[src/rtl/sr_pulse_gen.sv]
// Turns two bouncy push buttons into clean, mutually exclusive S/R pulses for latchSR,
// with a forced idle gap after every pulse and one-deep pending requests per channel.
module sr_pulse_gen #(
  parameter int DEBOUNCE_CYCLES = 4,
  parameter int PULSE_CYCLES    = 2,
  parameter int GAP_CYCLES      = 10
) (
  input  logic clk,
  input  logic rst_n,
  input  logic set_btn,
  input  logic reset_btn,
  output logic S,
  output logic R,
  output logic busy,
  output logic conflict
);

  localparam int DW      = $clog2(DEBOUNCE_CYCLES + 1);
  localparam int CNT_MAX = (PULSE_CYCLES > GAP_CYCLES) ? PULSE_CYCLES : GAP_CYCLES;
  localparam int CW      = $clog2(CNT_MAX + 1);

  localparam logic [DW-1:0] DEB_LAST   = DW'(DEBOUNCE_CYCLES - 1);
  localparam logic [CW-1:0] PULSE_LAST = CW'(PULSE_CYCLES - 1);
  localparam logic [CW-1:0] GAP_LAST   = CW'(GAP_CYCLES - 1);

  typedef enum logic [1:0] {IDLE, PULSE_S, PULSE_R, GAP} state_t;

  // Channel 0 is set, channel 1 is reset.
  logic [1:0]    btn;
  logic [1:0]    sync1;
  logic [1:0]    sync2;
  logic [1:0]    deb;
  logic [1:0]    deb_prev;
  logic [DW-1:0] deb_cnt [2];

  logic   set_edge;
  logic   reset_edge;
  logic   both;
  logic   set_req;
  logic   reset_req;
  logic   take_r;
  logic   take_s;
  logic   pend_s;
  logic   pend_r;
  state_t state;
  logic [CW-1:0] cnt;

  assign btn = {reset_btn, set_btn};

  always_ff @(posedge clk or negedge rst_n) begin
    if (!rst_n) begin
      sync1    <= '0;
      sync2    <= '0;
      deb      <= '0;
      deb_prev <= '0;
      for (int i = 0; i < 2; i++) deb_cnt[i] <= '0;
    end else begin
      sync1    <= btn;
      sync2    <= sync1;
      deb_prev <= deb;
      for (int i = 0; i < 2; i++) begin
        if (sync2[i] == deb[i]) begin
          deb_cnt[i] <= '0;
        end else if (deb_cnt[i] == DEB_LAST) begin
          deb[i]     <= ~deb[i];
          deb_cnt[i] <= '0;
        end else begin
          deb_cnt[i] <= deb_cnt[i] + DW'(1);
        end
      end
    end
  end

  // Simultaneous set and reset edges cancel each other and are never remembered.
  assign set_edge   = deb[0] & ~deb_prev[0];
  assign reset_edge = deb[1] & ~deb_prev[1];
  assign both       = set_edge & reset_edge;
  assign set_req    = set_edge & ~both;
  assign reset_req  = reset_edge & ~both;

  assign take_r = (state == IDLE) && (reset_req || pend_r);
  assign take_s = (state == IDLE) && !take_r && (set_req || pend_s);

  always_ff @(posedge clk or negedge rst_n) begin
    if (!rst_n) begin
      state    <= IDLE;
      cnt      <= '0;
      pend_s   <= 1'b0;
      pend_r   <= 1'b0;
      S        <= 1'b0;
      R        <= 1'b0;
      busy     <= 1'b0;
      conflict <= 1'b0;
    end else begin
      conflict <= both;
      pend_r   <= take_r ? 1'b0 : (pend_r | reset_req);
      pend_s   <= take_s ? 1'b0 : (pend_s | set_req);
      case (state)
        IDLE: begin
          cnt <= '0;
          if (take_r) begin
            state <= PULSE_R;
            R     <= 1'b1;
            busy  <= 1'b1;
          end else if (take_s) begin
            state <= PULSE_S;
            S     <= 1'b1;
            busy  <= 1'b1;
          end
        end
        PULSE_S, PULSE_R: begin
          if (cnt == PULSE_LAST) begin
            cnt <= '0;
            S   <= 1'b0;
            R   <= 1'b0;
            if (GAP_CYCLES == 0) begin
              state <= IDLE;
              busy  <= 1'b0;
            end else begin
              state <= GAP;
            end
          end else begin
            cnt <= cnt + CW'(1);
          end
        end
        GAP: begin
          if (cnt == GAP_LAST) begin
            cnt   <= '0;
            state <= IDLE;
            busy  <= 1'b0;
          end else begin
            cnt <= cnt + CW'(1);
          end
        end
        default: begin
          state <= IDLE;
          S     <= 1'b0;
          R     <= 1'b0;
          busy  <= 1'b0;
        end
      endcase
    end
  end

endmodule

[config.mk]
export PLATFORM = sky130hd
export DESIGN_NAME = sr_pulse_gen
export DESIGN_NICKNAME = d
export VERILOG_FILES = /design/src/rtl/sr_pulse_gen.sv
export SDC_FILE = /design/constraint.sdc
export NUM_CORES = 1
export LEC_CHECK = 0
export ABC_CLOCK_PERIOD_IN_PS = 6100
export BUFFER_PORTS_ARGS = -buffer_cell sky130_fd_sc_hd__buf_2
export CAP_MARGIN = 20
export CORE_MARGIN = 2
export CORE_UTILIZATION = 61
export CTS_BUF_LIST = sky130_fd_sc_hd__clkbuf_4 sky130_fd_sc_hd__clkbuf_8 sky130_fd_sc_hd__clkbuf_16
export DETAILED_ROUTE_END_ITERATION = 6
export PLACE_DENSITY_LB_ADDON = 0.12
export SYNTH_ARGS = -nofsm -noshare
export SYNTH_HDL_FRONTEND = slang
export SYNTH_SLANG_ARGS = --single-unit
[constraint.sdc]
create_clock -name clk -period 6.1 [get_ports clk]
set_clock_uncertainty 0.2 [all_clocks]
set_input_delay 0.61 -clock clk [delete_from_list [all_inputs] [get_ports clk]]
set_output_delay 0.61 -clock clk [all_outputs]
set_load 0.02 [all_outputs]
---- Word level (Yosys, flattened, before mapping) ----
Index checks and enable logic that the tools add are counted.
cells by class
  add/sub/neg operators ................... 3
  eq/ne operators ......................... 15
  multiplexer cells ....................... 23
  bitwise logic cells ..................... 14
  reduce and logical (&&, ||, !) cells .... 16
operator list
  cell                                            number
  2-to-1 mux 3 bit                                4
  one-hot mux 4 bit (3 select lines)              1
  inequality test 2 bit (second input constant)   5
  AND reduction 3 bit                             3
  2-to-1 mux 1 bit                                8
  2-to-1 mux 2 bit                                4
  2-to-1 mux 4 bit                                2
  NOT 1 bit                                       7
  adder 3 x 1 -> 3 bit (second input constant)    2
  == test 3 x 2 -> 1 bit (second input constant)  2
  one-hot mux 1 bit (2 select lines)              3
  one-hot mux 2 bit (3 select lines)              1
  AND 1 bit                                       5
  adder 4 x 1 -> 4 bit (second input constant)    1
  == test 2 bit (second input constant)           2
  == test 4 x 1 -> 1 bit (second input constant)  1
  == test 4 bit (second input constant)           1
  AND reduction 2 bit                             2
  AND reduction 4 bit                             1
  nonzero test 2 bit                              2
  logical AND 1 bit                               3
  inequality test 3 bit (second input constant)   1
  == test 1 bit                                   2
  == test 2 x 1 -> 1 bit (second input constant)  1
  other kinds (5)                                 7
storage, ports and cells
  bits in registers ....................... 26
  input bits .............................. 4
  output and inout bits ................... 4
  logic and storage cells ................. 86

---- Longest topological paths before layout ----
Gate-level depths: netlist of run 1.
  depth in word-level cells ............... 13
  gate-level depth with buffers ........... 6

---- Worst setup path before layout of run 1 ----
OpenSTA, ideal clock, no wires.
  path kind ............................... register to register
  from .................................... register state[0]
  to ...................................... register state[1]
  setup time .............................. 125 ps
  data arrival time ....................... 1659 ps
  required time ........................... 5775 ps
  slack ................................... 4116 ps
  cell stages (with the launch flop) ...... 7
  period minus slack after synthesis ...... 1984 ps
  cells stage by stage .................... dfrtp_1 -> inv_1 -> ha_1 -> or2_2 -> o311ai_0 -> o31a_2 -> mux2_4
between the ends
  cells in the longest elaborated chain, start to end .. 7
  elaborated cells between the ends (all ways) .. 15
  classes of those cells .................. eq/ne: 6; mux: 2; reduce/logical: 7
ends and longest elaborated chain
  item                             RTL line    text
  from (decl)                      45          state_t state;
  from (signal assigned)           86          state <= IDLE;
  from (signal assigned)           102         state <= PULSE_R;
  from (signal assigned)           106         state <= PULSE_S;
  zero test 2 bit                  81, 82, 98
  logical AND 1 bit                81          assign take_r = (state == IDLE) && (reset_req || pend_r);
  zero test 1 bit                  82          assign take_s = (state == IDLE) && !take_r && (set_req || pend_s);
  logical AND 1 bit (2 in series)  82
  inequality test 3 bit (no line)  --
  AND reduction 3 bit (no line)    --
Several ways; a longest one is shown, not always the timed one.
A chain may end at the register's enable or synchronous reset.

---- Final worst setup path of run 1 ----
  from .................................... register state[1]
  to ...................................... register state[1]
The elaborated chain is that of the path after synthesis.

==> results.md, run 1 <==
* Placed Area at 1225 µm²
* First-pass iteration count of the detailed router at 4
* Routed WL per cell at ~13 µm
* Number of remaining DRC errors at 0
* YS warnings at 0
* Fin. Hold Viols at 0
* Vias/cell at about 5.5
* Register area share after synthesis at 0.5616
* Slowest stage cell, crit path: dfrtp_1
* CP top delay family: flip-flops
* Design area at between 1000 and 1500 µm²
* Pin count of the biggest net entering global routing at 27
* Nets@finish at ~120
* Overall routing resource usage at 0.1785
* Dpl ws at roughly 4 ns
* Number of fill cells at 138
* Max_slew headroom at 0.6390
* Final Wtd Congestion at around 0.81
* Clock-pin slew on the worst setup and hold paths at between 0.1 and 0.15 ns
* Starting Density at 0.6567
* Clk root buf: clkbuf_4
* I/O Buffers at 7
* Cts bufs inserted at 3
* Post-Syn Nets at 104
* First-pass GRT wire length at 2.787 mm
* CP Max Fanout at 6
* Synth unique cells at 31
* Period utilisation layout at 0.3539
* Synth cell count leaders: dfrtp_1, ha_1, nor2_1
* CORE AREA at between 1500 and 2000 µm²
* Synth Flop Type: dfrtp_1
* Total clock sinks at 26
* Count of final setup violators at 0
* Max Transition Viols Final at 0
* Slew @ Worst Pin at approximately 0.54 ns
* LEAKAGE at roughly 0.59 nW
* Buf/Inv on CP at 1
* Switching pwr at approximately 0.25 mW
* Hold-fix buffers, CTS at 0
* Total negative setup slack at 0 ns
* Synth Register Bits at 26
* CTS Buffer Depth at 2
* Cell Pwr Density at ~540 nW/µm²
* Utilization after layout at 0.7241
* Achievable Freq at roughly 460 MHz
* Int Power at 0.4417 mW
* DP Wirelength at between 1 and 1.5 mm
* Worst VDD drop at 397.2 µV
* WHS at 0.04876 ns
* Vias in the first global route at 622
* # diodes at 0
* Most common cell in the netlist: dfrtp_1
* Die Wd at ~48 µm
* Starting DRT DRC Count at 10
* Total die area at between 2000 and 2500 µm²
* Area growth, synth to finish at 10.26%
* Startpoint Class: flip-flop
* Number of synthesized flops with an enable pin at 0
* Setup Buffers After CTS at 0
* Element type at the critical path end: flip-flop
* Post-synth top area share at 0.5616
* Area leader, netlist: dfrtp_1
* Die height at roughly 48 µm
* Syn Inst Count at between 90 and 100
* Minimum clock period at 2.159 ns
* Min-Delay Path Class: primary input to asynchronous set/reset pin
* Sw frac at 0.3592
* CP Cell Sequence: inv_1 > ha_1 > or2_2 > o311ai_0 > o31a_2 > mux2_4
* Area contributors post-synth: dfrtp_1, ha_1, xnor2_1, nor2b_1, mux2_2
* Total grt overflow at 0
* Syn_area_per_cell at between 10 and 15 µm²
* Worst-Skew Late Latency at 0.32 ns
* RSZ-0062 raised after global routing: false
* Initial antenna violation count at 0
* Row cnt at 15
* Reg power frac at 0.400
* Req. time, crit path at about 6.1 ns
* Max incr delay on CP at ~0.43 ns
* Routed Antenna Nets at 0
* CTS tree: built
* Detailed Route WL at between 1.5 and 2 mm
* Crit path DAT at ~2.2 ns
* Max Cap Viol at 0
* Share of cells above drive strength 1 at 0.2136
* Asr flop ratio synth at 1.000
* Post-CTS sizing at 0
* IO Count at 8
* CTS H-Tree Depth at 1
* Synth Cell Area at between 1000 and 1500 µm²
* Worst setup margin at roughly 3.9 ns
* Combinational group share of total power at 0.430
* CP Class: flip-flop to flip-flop
* Status: finished clean
* DR vias at 705
* Clock power frac at 0.170
power groups by stage:
stage                     registers (mW)  logic, mW  clock network (mW)
after detailed placement           0.280      0.298                   0
after global placement             0.276      0.287                   0
after global routing               0.284      0.330               0.126
after floorplan                    0.284      0.225                   0
after CTS                          0.276      0.300               0.121
final                              0.275      0.297               0.117
cell usage in the layout, fill, tap and decap left out, types with 2 or more instances in the layout:
cell type,Yosys,final
a21oi_1,2,2
buf_2,0,7
clkbuf_4,0,3
dfrtp_1,26,26
ha_1,8,8
inv_1,5,5
mux2_2,2,2
nand2_1,2,2
nand2b_1,3,3
nand3_1,2,2
nor2_1,6,6
nor2b_1,4,4
nor3_1,3,3
nor3b_1,2,2
o22ai_1,3,3
o31a_2,2,2
o31ai_1,2,2
or2_2,2,2
xnor2_1,4,4
per-stage QoR:
step | power (mW) | instances
3_5_place_dp | 0.5782 | 124
4_1_cts | 0.6964 | 128
5_1_grt | 0.7406 | 128
3_3_place_gp | 0.5637 | 124
2_1_floorplan | 0.5091 | 92
6_report | 0.6893 | 128
registers in the layout, indices dropped and copies added, names as in the netlist:
register	flops
sync1	2
pend_r	1
R	1
state	2
sync2	2
conflict	1
cnt	4
S	1
deb	2
deb_prev	2
deb_cnt	6
busy	1
pend_s	1
layout make-up:
| cell class | count | area (µm²) | share of cell area |
|---|---|---|---|
| sequential | 26 | 650.6 | 0.5093 |
| tap | 25 | 31.28 | 0.02449 |
| clock buffer | 3 | 22.52 | 0.01763 |
| clock inverter | 1 | 30.03 | 0.02351 |
| inverter | 5 | 18.77 | 0.01469 |
| multi-input combinational | 61 | 489.2 | 0.3830 |
| timing repair buffer | 7 | 35.03 | 0.02742 |
final timing paths:
check                      startpoint          end  slack (ns)  depth (start not counted)
max                          state[1]     state[1]        3.94                          6
min                             rst_n       pend_r        0.05                          1
max reg2reg                  state[1]     state[1]        3.94                          6
min reg2reg                  sync1[0]     sync2[0]        0.17                          0
max in group asynchronous       rst_n  deb_prev[1]        5.29                          1
min in group clk             sync1[0]     sync2[0]        0.17                          0
logic make-up after synthesis:
family,after synthesis,synth area share
compound gates,13,0.08640
xor+xnor,5,0.03780
fa+ha+maj,9,0.09612
buf+inv,5,0.01620
flops,26,0.5616
mux,4,0.04103
simple gates,30,0.1609
metal layers:
layer / track usage / share of wire / vias to the layer above
met2: 0.2568 / 0.44 / 10
met4: 0.04865 / 0.015 / 0
met3: 0.03396 / 0.025 / 4
met5: 0 / 0 / -
li1: - / - / 347
met1: 0.2783 / 0.52 / 344
Power figures use the tool's default switching activity.
==> run 2: changes to the inputs <==
ABC_CLOCK_PERIOD_IN_PS = 1790   (was 6100)
CORE_UTILIZATION = 52   (was 61)
clock period = 1.79 ns   (was 6.1 ns; I/O delays follow)
==> results.md, run 2 (same netlist as run 1, synthesis figures left out) <==
* R2r startpoint: state[1]
* Starting Density at 0.5393 (-0.1174)
* Cts bufs inserted at 3 (unchanged)
* Max reg flops at 6 (unchanged)
* Final Wtd Congestion at 0.8087 (-0.27%)
* DR vias at 746 (+5.8%)
* Total die area at 2621 µm² (+16%)
* First-pass GRT wire length at 3.436 mm (+23%)
* Minimum clock period at 1.853 ns (-0.3054 ns)
* CP top delay family: flip-flops
* Slew @ Worst Pin at 0.5659 ns (+0.02443 ns)
* Reg area at 650.6 µm² (unchanged)
* Element type at the critical path end: flip-flop
* Buf/Inv on CP at 1 (unchanged)
* Int Power at 1.674 mW (+280%)
* Routed Antenna Nets at 0 (unchanged)
* LEAKAGE at 0.6727 nW (+13%)
* Clk root buf: clkbuf_4
* Nets@finish at 133 (+15%)
* Die height at 51.20 µm (+7.6%)
* Starting DRT DRC Count at 12 (+2)
* Initial antenna violation count at 0 (unchanged)
* CORE AREA at 2148 µm² (+22%)
* Count of final setup violators at 2 (+2)
* I/O Buffers at 7 (unchanged)
* Detailed Route WL at 1.884 mm (+9.9%)
* Max incr delay on CP at 0.44 ns (about the same)
* RSZ-0062 raised after global routing: true
* Total clock sinks at 26 (unchanged)
* Fin. Hold Viols at 0 (unchanged)
* Clock-pin slew on the worst setup and hold paths at 0.14 ns (about the same)
* Number of fill cells at 159 (+15%)
* Max Transition Viols Final at 0 (unchanged)
* Worst-Skew Late Latency at 0.31 ns (about the same)
* Routed WL per cell at 12.73 µm (-4.9%)
* CTS Buffer Depth at 2 (unchanged)
* Pin count of the biggest net entering global routing at 27 (unchanged)
* Switching pwr at 0.9140 mW (+270%)
* Area growth, synth to finish at 23.22%
* Commonest non-fill, non-tap cell in the layout: dfrtp_1
* Max_slew headroom at 0.6227 (-0.01628)
* Crit path DAT at 1.87 ns (-0.31 ns)
* Biggest regs: deb_cnt (6), cnt (4)
* CP Cell Sequence: inv_2 > ha_4 > or2_4 > o311ai_2 > o31a_2 > mux2_4
* Share of cells above drive strength 1 at 0.3333 (+0.1197)
* Worst VDD drop at 940.7 µV (+140%)
* IO Count at 8 (unchanged)
* Worst setup margin at -0.06332 ns (-4.005 ns)
* Vias in the first global route at 816 (+31%)
* # diodes at 0 (unchanged)
* Total negative setup slack at -0.09528 ns (-0.09528 ns)
* DP Wirelength at 1.377 mm (+12%)
* First-pass iteration count of the detailed router at 4 (unchanged)
* Clock power frac at 0.111 (-0.059)
* CP Class: flip-flop to flip-flop
* Most frequent cells in the layout: dfrtp_1, buf_4, ha_1, buf_2, nor2_1
* Overall routing resource usage at 0.1795 (+0.001005)
* Status: finished, violations left
* Reg power frac at 0.358 (-0.042)
* Total grt overflow at 0 (unchanged)
* Sw frac at 0.3532 (-0.005985)
* Req. time, crit path at 1.81 ns (-4.32 ns)
* Row cnt at 17 (+2)
* Biggest register: deb_cnt
* Number of remaining DRC errors at 0 (unchanged)
* Combinational group share of total power at 0.531 (+0.101)
* Slowest stage cell, crit path: dfrtp_1
* Max Cap Viol at 0 (unchanged)
* Crit path from: state[1]
* Cell Pwr Density at 1813 nW/µm² (+240%)
* CP Max Fanout at 4 (-2)
* Period utilisation layout at 1.035 (+0.6815)
* Startpoint Class: flip-flop
* Failing checks: setup timing
* CTS H-Tree Depth at 1 (unchanged)
* Achievable Freq at 539.6 MHz (+16%)
* Die Wd at 51.20 µm (+7.6%)
* Min-Delay Path Class: primary input to asynchronous set/reset pin
* Area of the multi-input gates at 516.7 µm² (+5.6%)
* CTS tree: built
* Vias/cell at 5.041 (-8.5%)
* Utilization after layout at 0.6645 (-0.05958)
run 2: changes by cell type in the layout (fill, tap and decap cells not counted), sizes merged:
cell,before,now
bufinv,1,0
dlygate4sd3,0,3
clkbuf,3,4
buf,7,21
run 2: cell type report:
type | count | area share
sequential | 26 | 0.4557
tap | 28 | 0.02454
multi-input combinational | 61 | 0.3620
inverter | 5 | 0.01315
clock buffer | 4 | 0.02542
timing repair buffer | 24 | 0.1192
run 2: worst register-to-register path, stage by stage (launching register included):
cell	delay [ns]
dfrtp_1	0.44
inv_2	0.09
ha_4	0.21
or2_4	0.23
o311ai_2	0.08
o31a_2	0.21
mux2_4	0.29
run 2: worst paths after layout:
path / endpoint / slack, ns / cells after the start
hold / removal: pend_s / 0.17 / 2
max in group asynchronous: deb[0] / 0.84 / 2
hold reg to reg: sync2[1] / 0.17 / 0
setup / recovery: state[1] / -0.06 / 6
setup reg to reg: state[1] / -0.06 / 6
min in group clk: sync2[1] / 0.17 / 0
run 2: repair_timing:
item,4_1_cts,5_1_grt
hold buffers,3,0
buffers inserted,2,1
resized for setup,0,1
endpoints found under the setup margin,2,8
hold endpoints to repair,28,0
run 2: power by group through the flow:
stage                     clock, mW  sequential [mW]  combinational (mW)
after global routing          0.322            0.957                1.53
after detailed placement          0            0.938                1.31
final                         0.287            0.927                1.37
after floorplan                   0            0.971               0.846
after global placement            0            0.928                1.29
after CTS                     0.302            0.922                1.36
run 2: through the flow:
step / std cells / cell area (µm²) / setup WS, ns / hold WS (ns) / power [mW]
after floorplan: 92 / 1181 / -0.01669 / -0.3166 / 1.817
after global placement: 138 / 1334 / -0.01112 / -0.0007415 / 2.214
after detailed placement: 138 / 1334 / -0.05819 / 0.004242 / 2.249
after CTS: 147 / 1415 / -0.05244 / 0.1749 / 2.580
after global routing: 148 / 1428 / -0.1221 / 0.1758 / 2.809
final: 148 / 1428 / -0.06332 / 0.1705 / 2.588
run 2: layer usage:
layer / up-vias / track usage / wire [µm]
met3: 2 / 0.03509 / 41
li1: 379 / - / -
met4: 0 / 0.08108 / 16
met1: 359 / 0.2335 / 887
met2: 6 / 0.2900 / 938
met5: - / 0 / 0
==> run 3: changes to the inputs <==
--- a/config.mk
+++ b/config.mk
@@ -10,8 +10,9 @@
 export CAP_MARGIN = 20
 export CORE_MARGIN = 2
-export CORE_UTILIZATION = 52
+export CORE_UTILIZATION = 35
 export CTS_BUF_LIST = sky130_fd_sc_hd__clkbuf_4 sky130_fd_sc_hd__clkbuf_8 sky130_fd_sc_hd__clkbuf_16
 export DETAILED_ROUTE_END_ITERATION = 6
 export PLACE_DENSITY_LB_ADDON = 0.12
+export SLEW_MARGIN = 15
 export SYNTH_ARGS = -nofsm -noshare
 export SYNTH_HDL_FRONTEND = slang
==> constraint.sdc (replaced) <==
create_clock -name clk -period 1.79 [get_ports clk]
set_clock_uncertainty 0.2 [all_clocks]
set_input_delay 0.0895 -clock clk [delete_from_list [all_inputs] [get_ports clk]]
set_output_delay 0.0895 -clock clk [all_outputs]
set_load 0.02 [all_outputs]
==> results.md, run 3 (same netlist as run 1, synthesis figures left out) <==
* Status: finished, violations left
* Failing checks: setup timing
* DP Wirelength at 1.432 mm (+4.0%)
* Cts bufs inserted at 3 (unchanged)
* I/O Buffers at 7 (unchanged)
* Reg power frac at 0.336 (-0.022)
* CTS H-Tree Depth at 1 (unchanged)
* Vias in the first global route at 750 (-8.1%)
* Final Wtd Congestion at 0.8109 (+0.27%)
* Number of remaining DRC errors at 0 (unchanged)
* Total die area at 3787 µm² (+44%)
* Final std cells w/o fill at 162 (+9.5%)
* Row cnt at 20 (+3)
* Period utilisation layout at 1.058 (+0.02270)
* Initial antenna violation count at 0 (unchanged)
* CP Max Fanout at 3 (-1)
* Met2 Use GR at 0.1805 (-0.1096)
* CTS Buffer Depth at 2 (unchanged)
* Combinational group share of total power at 0.518 (-0.013)
* Max incr delay on CP at 0.45 ns (about the same)
* Placed Area at 1346 µm² (+0.94%)
* Overall routing resource usage at 0.1276 (-0.05191)
* LEAKAGE at 0.6665 nW (-0.92%)
* Routed WL per cell at 12.54 µm (-1.5%)
* Worst VDD drop at 722.1 µV (-23%)
* Clock power frac at 0.147 (+0.036)
* Max_slew headroom at 0.6091 (-0.01356)
* Die height at 61.54 µm (+20%)
* Commonest non-fill, non-tap cell in the layout: dfrtp_1
* Slew @ Worst Pin at 0.5863 ns (+0.02034 ns)
* Total clock sinks at 26 (unchanged)
* Crit path DAT at 1.93 ns (+0.06 ns)
* Req. time, crit path at 1.82 ns (about the same)
* Worst setup margin at -0.1039 ns (-0.04063 ns)
* Sw frac at 0.3508 (-0.002408)
* Detailed Route WL at 2.032 mm (+7.9%)
* Max Cap Viol at 0 (unchanged)
* Design area at 1485 µm² (+4.0%)
* CP Cell Sequence: inv_2 > ha_4 > or2_4 > o311ai_4 > o31a_2 > mux2_4
* Element type at the critical path end: flip-flop
* First-pass GRT wire length at 3.394 mm (-1.2%)
* Area growth, synth to finish at 28.19%
* Slowest stage cell, crit path: dfrtp_1
* DR vias at 754 (+1.1%)
* # diodes at 0 (unchanged)
* Minimum clock period at 1.894 ns (+0.04063 ns)
* GR Layer Usage met1 at 0.1746 (-0.05886)
* Final Power at 2.769 mW (+7.0%)
* Utilization after layout at 0.4786 (-0.1859)
* CTS tree: built
* Cell Pwr Density at 1865 nW/µm² (+2.9%)
* Biggest regs: deb_cnt (6), cnt (4)
* Fin. Hold Viols at 0 (unchanged)
* Vias/cell at 4.654 (-7.7%)
* Nets@finish at 131 (-1.5%)
* CORE AREA at 3103 µm² (+44%)
* Starting Density at 0.3734 (-0.1659)
* Achievable Freq at 528.0 MHz (-2.1%)
* Die Wd at 61.54 µm (+20%)
* Switching pwr at 0.9715 mW (+6.3%)
* Top Usage Layer GRT: met2
* Clk root buf: clkbuf_4
* Routing usage on met3 at 0.04202 (+0.006929)
* Clock-pin slew on the worst setup and hold paths at 0.14 ns (about the same)
* CP Class: flip-flop to flip-flop
* Max Transition Viols Final at 0 (unchanged)
* First-pass iteration count of the detailed router at 4 (unchanged)
* Placed Instances at 153 (+11%)
* Int Power at 1.798 mW (+7.4%)
* Starting DRT DRC Count at 47 (+35)
* Number of fill cells at 294 (+85%)
* IO Count at 8 (unchanged)
* Count of final setup violators at 2 (unchanged)
* Total grt overflow at 0 (unchanged)
* Worst-Skew Late Latency at 0.33 ns (+0.02 ns)
* Most frequent cells in the layout: dfrtp_1, buf_4, buf_2
* Biggest register: deb_cnt
* Startpoint Class: flip-flop
* Pin count of the biggest net entering global routing at 27 (unchanged)
* Routed Antenna Nets at 0 (unchanged)
* Min-Delay Path Class: primary input to asynchronous set/reset pin
* RSZ-0062 raised after global routing: true
* Share of cells above drive strength 1 at 0.3559 (+0.02260)
* Max reg flops at 6 (unchanged)
## run 3: layout make-up
type	instances	area, µm²	area share
Clock buffer	3	22.52	0.01516
Clock inverter	1	30.03	0.02022
Inverter	5	18.77	0.01264
Multi-Input combinational cell	61	553.0	0.3724
Sequential cell	26	650.6	0.4381
Tap cell	44	55.05	0.03707
Timing Repair Buffer	22	155.1	0.1045
## run 3: final timing paths
kind / depth (start not counted) / endpoint / from / slack (ns)
min: 2 / state[0] / rst_n / 0.08
max: 6 / state[1] / state[0] / -0.10
min reg2reg: 0 / sync2[1] / sync1[1] / 0.17
max in group asynchronous: 2 / sync1[1] / rst_n / 0.93
max reg2reg: 6 / state[1] / state[0] / -0.10
min in group clk: 0 / sync2[1] / sync1[1] / 0.17
## run 3: per-stage QoR
step | setup TNS, ns | hold slack, ns | setup slack (ns)
6_report | -0.1531 | 0.08107 | -0.1039
5_1_grt | -0.2472 | 0.1132 | -0.1417
4_1_cts | -0.09579 | 0.08617 | -0.07257
3_5_place_dp | -0.06952 | -0.07416 | -0.06856
3_3_place_gp | -0.004034 | -0.08079 | -0.004034
2_1_floorplan | -0.01669 | -0.4061 | -0.01669
## run 3: critical path, delay by kind of cell, from the launching register on
kind	cells	cell delay, ns
DFF	1	0.45
adders and majority gates	1	0.21
buffers and inverters	1	0.10
and+or+nand+nor	1	0.24
AOI/OAI and AO/OA	2	0.30
muxes	1	0.30
## run 3: metal layers
metal / wire (µm) / vias to the layer above
li1: - / 378
met1: 1024 / 362
met2: 891 / 9
met3: 79 / 5
met4: 37 / 0
met5: 0 / -
## run 3: power groups by stage
stage / registers, mW / logic, mW / clock network (mW)
2_1_floorplan: 0.971 / 0.846 / 0
3_3_place_gp: 0.931 / 1.29 / 0
3_5_place_dp: 0.937 / 1.31 / 0
4_1_cts: 0.923 / 1.35 / 0.424
5_1_grt: 0.960 / 1.58 / 0.448
6_report: 0.930 / 1.43 / 0.406
## run 3: timing repair
item / CTS / global route
hold buffers: 3 / 0
setup endpoints to repair: 2 / 4
pin swaps: 0 / 1
endpoints found under the hold margin: 28 / 0
gates resized for setup: 0 / 6
buffers inserted: 2 / 0
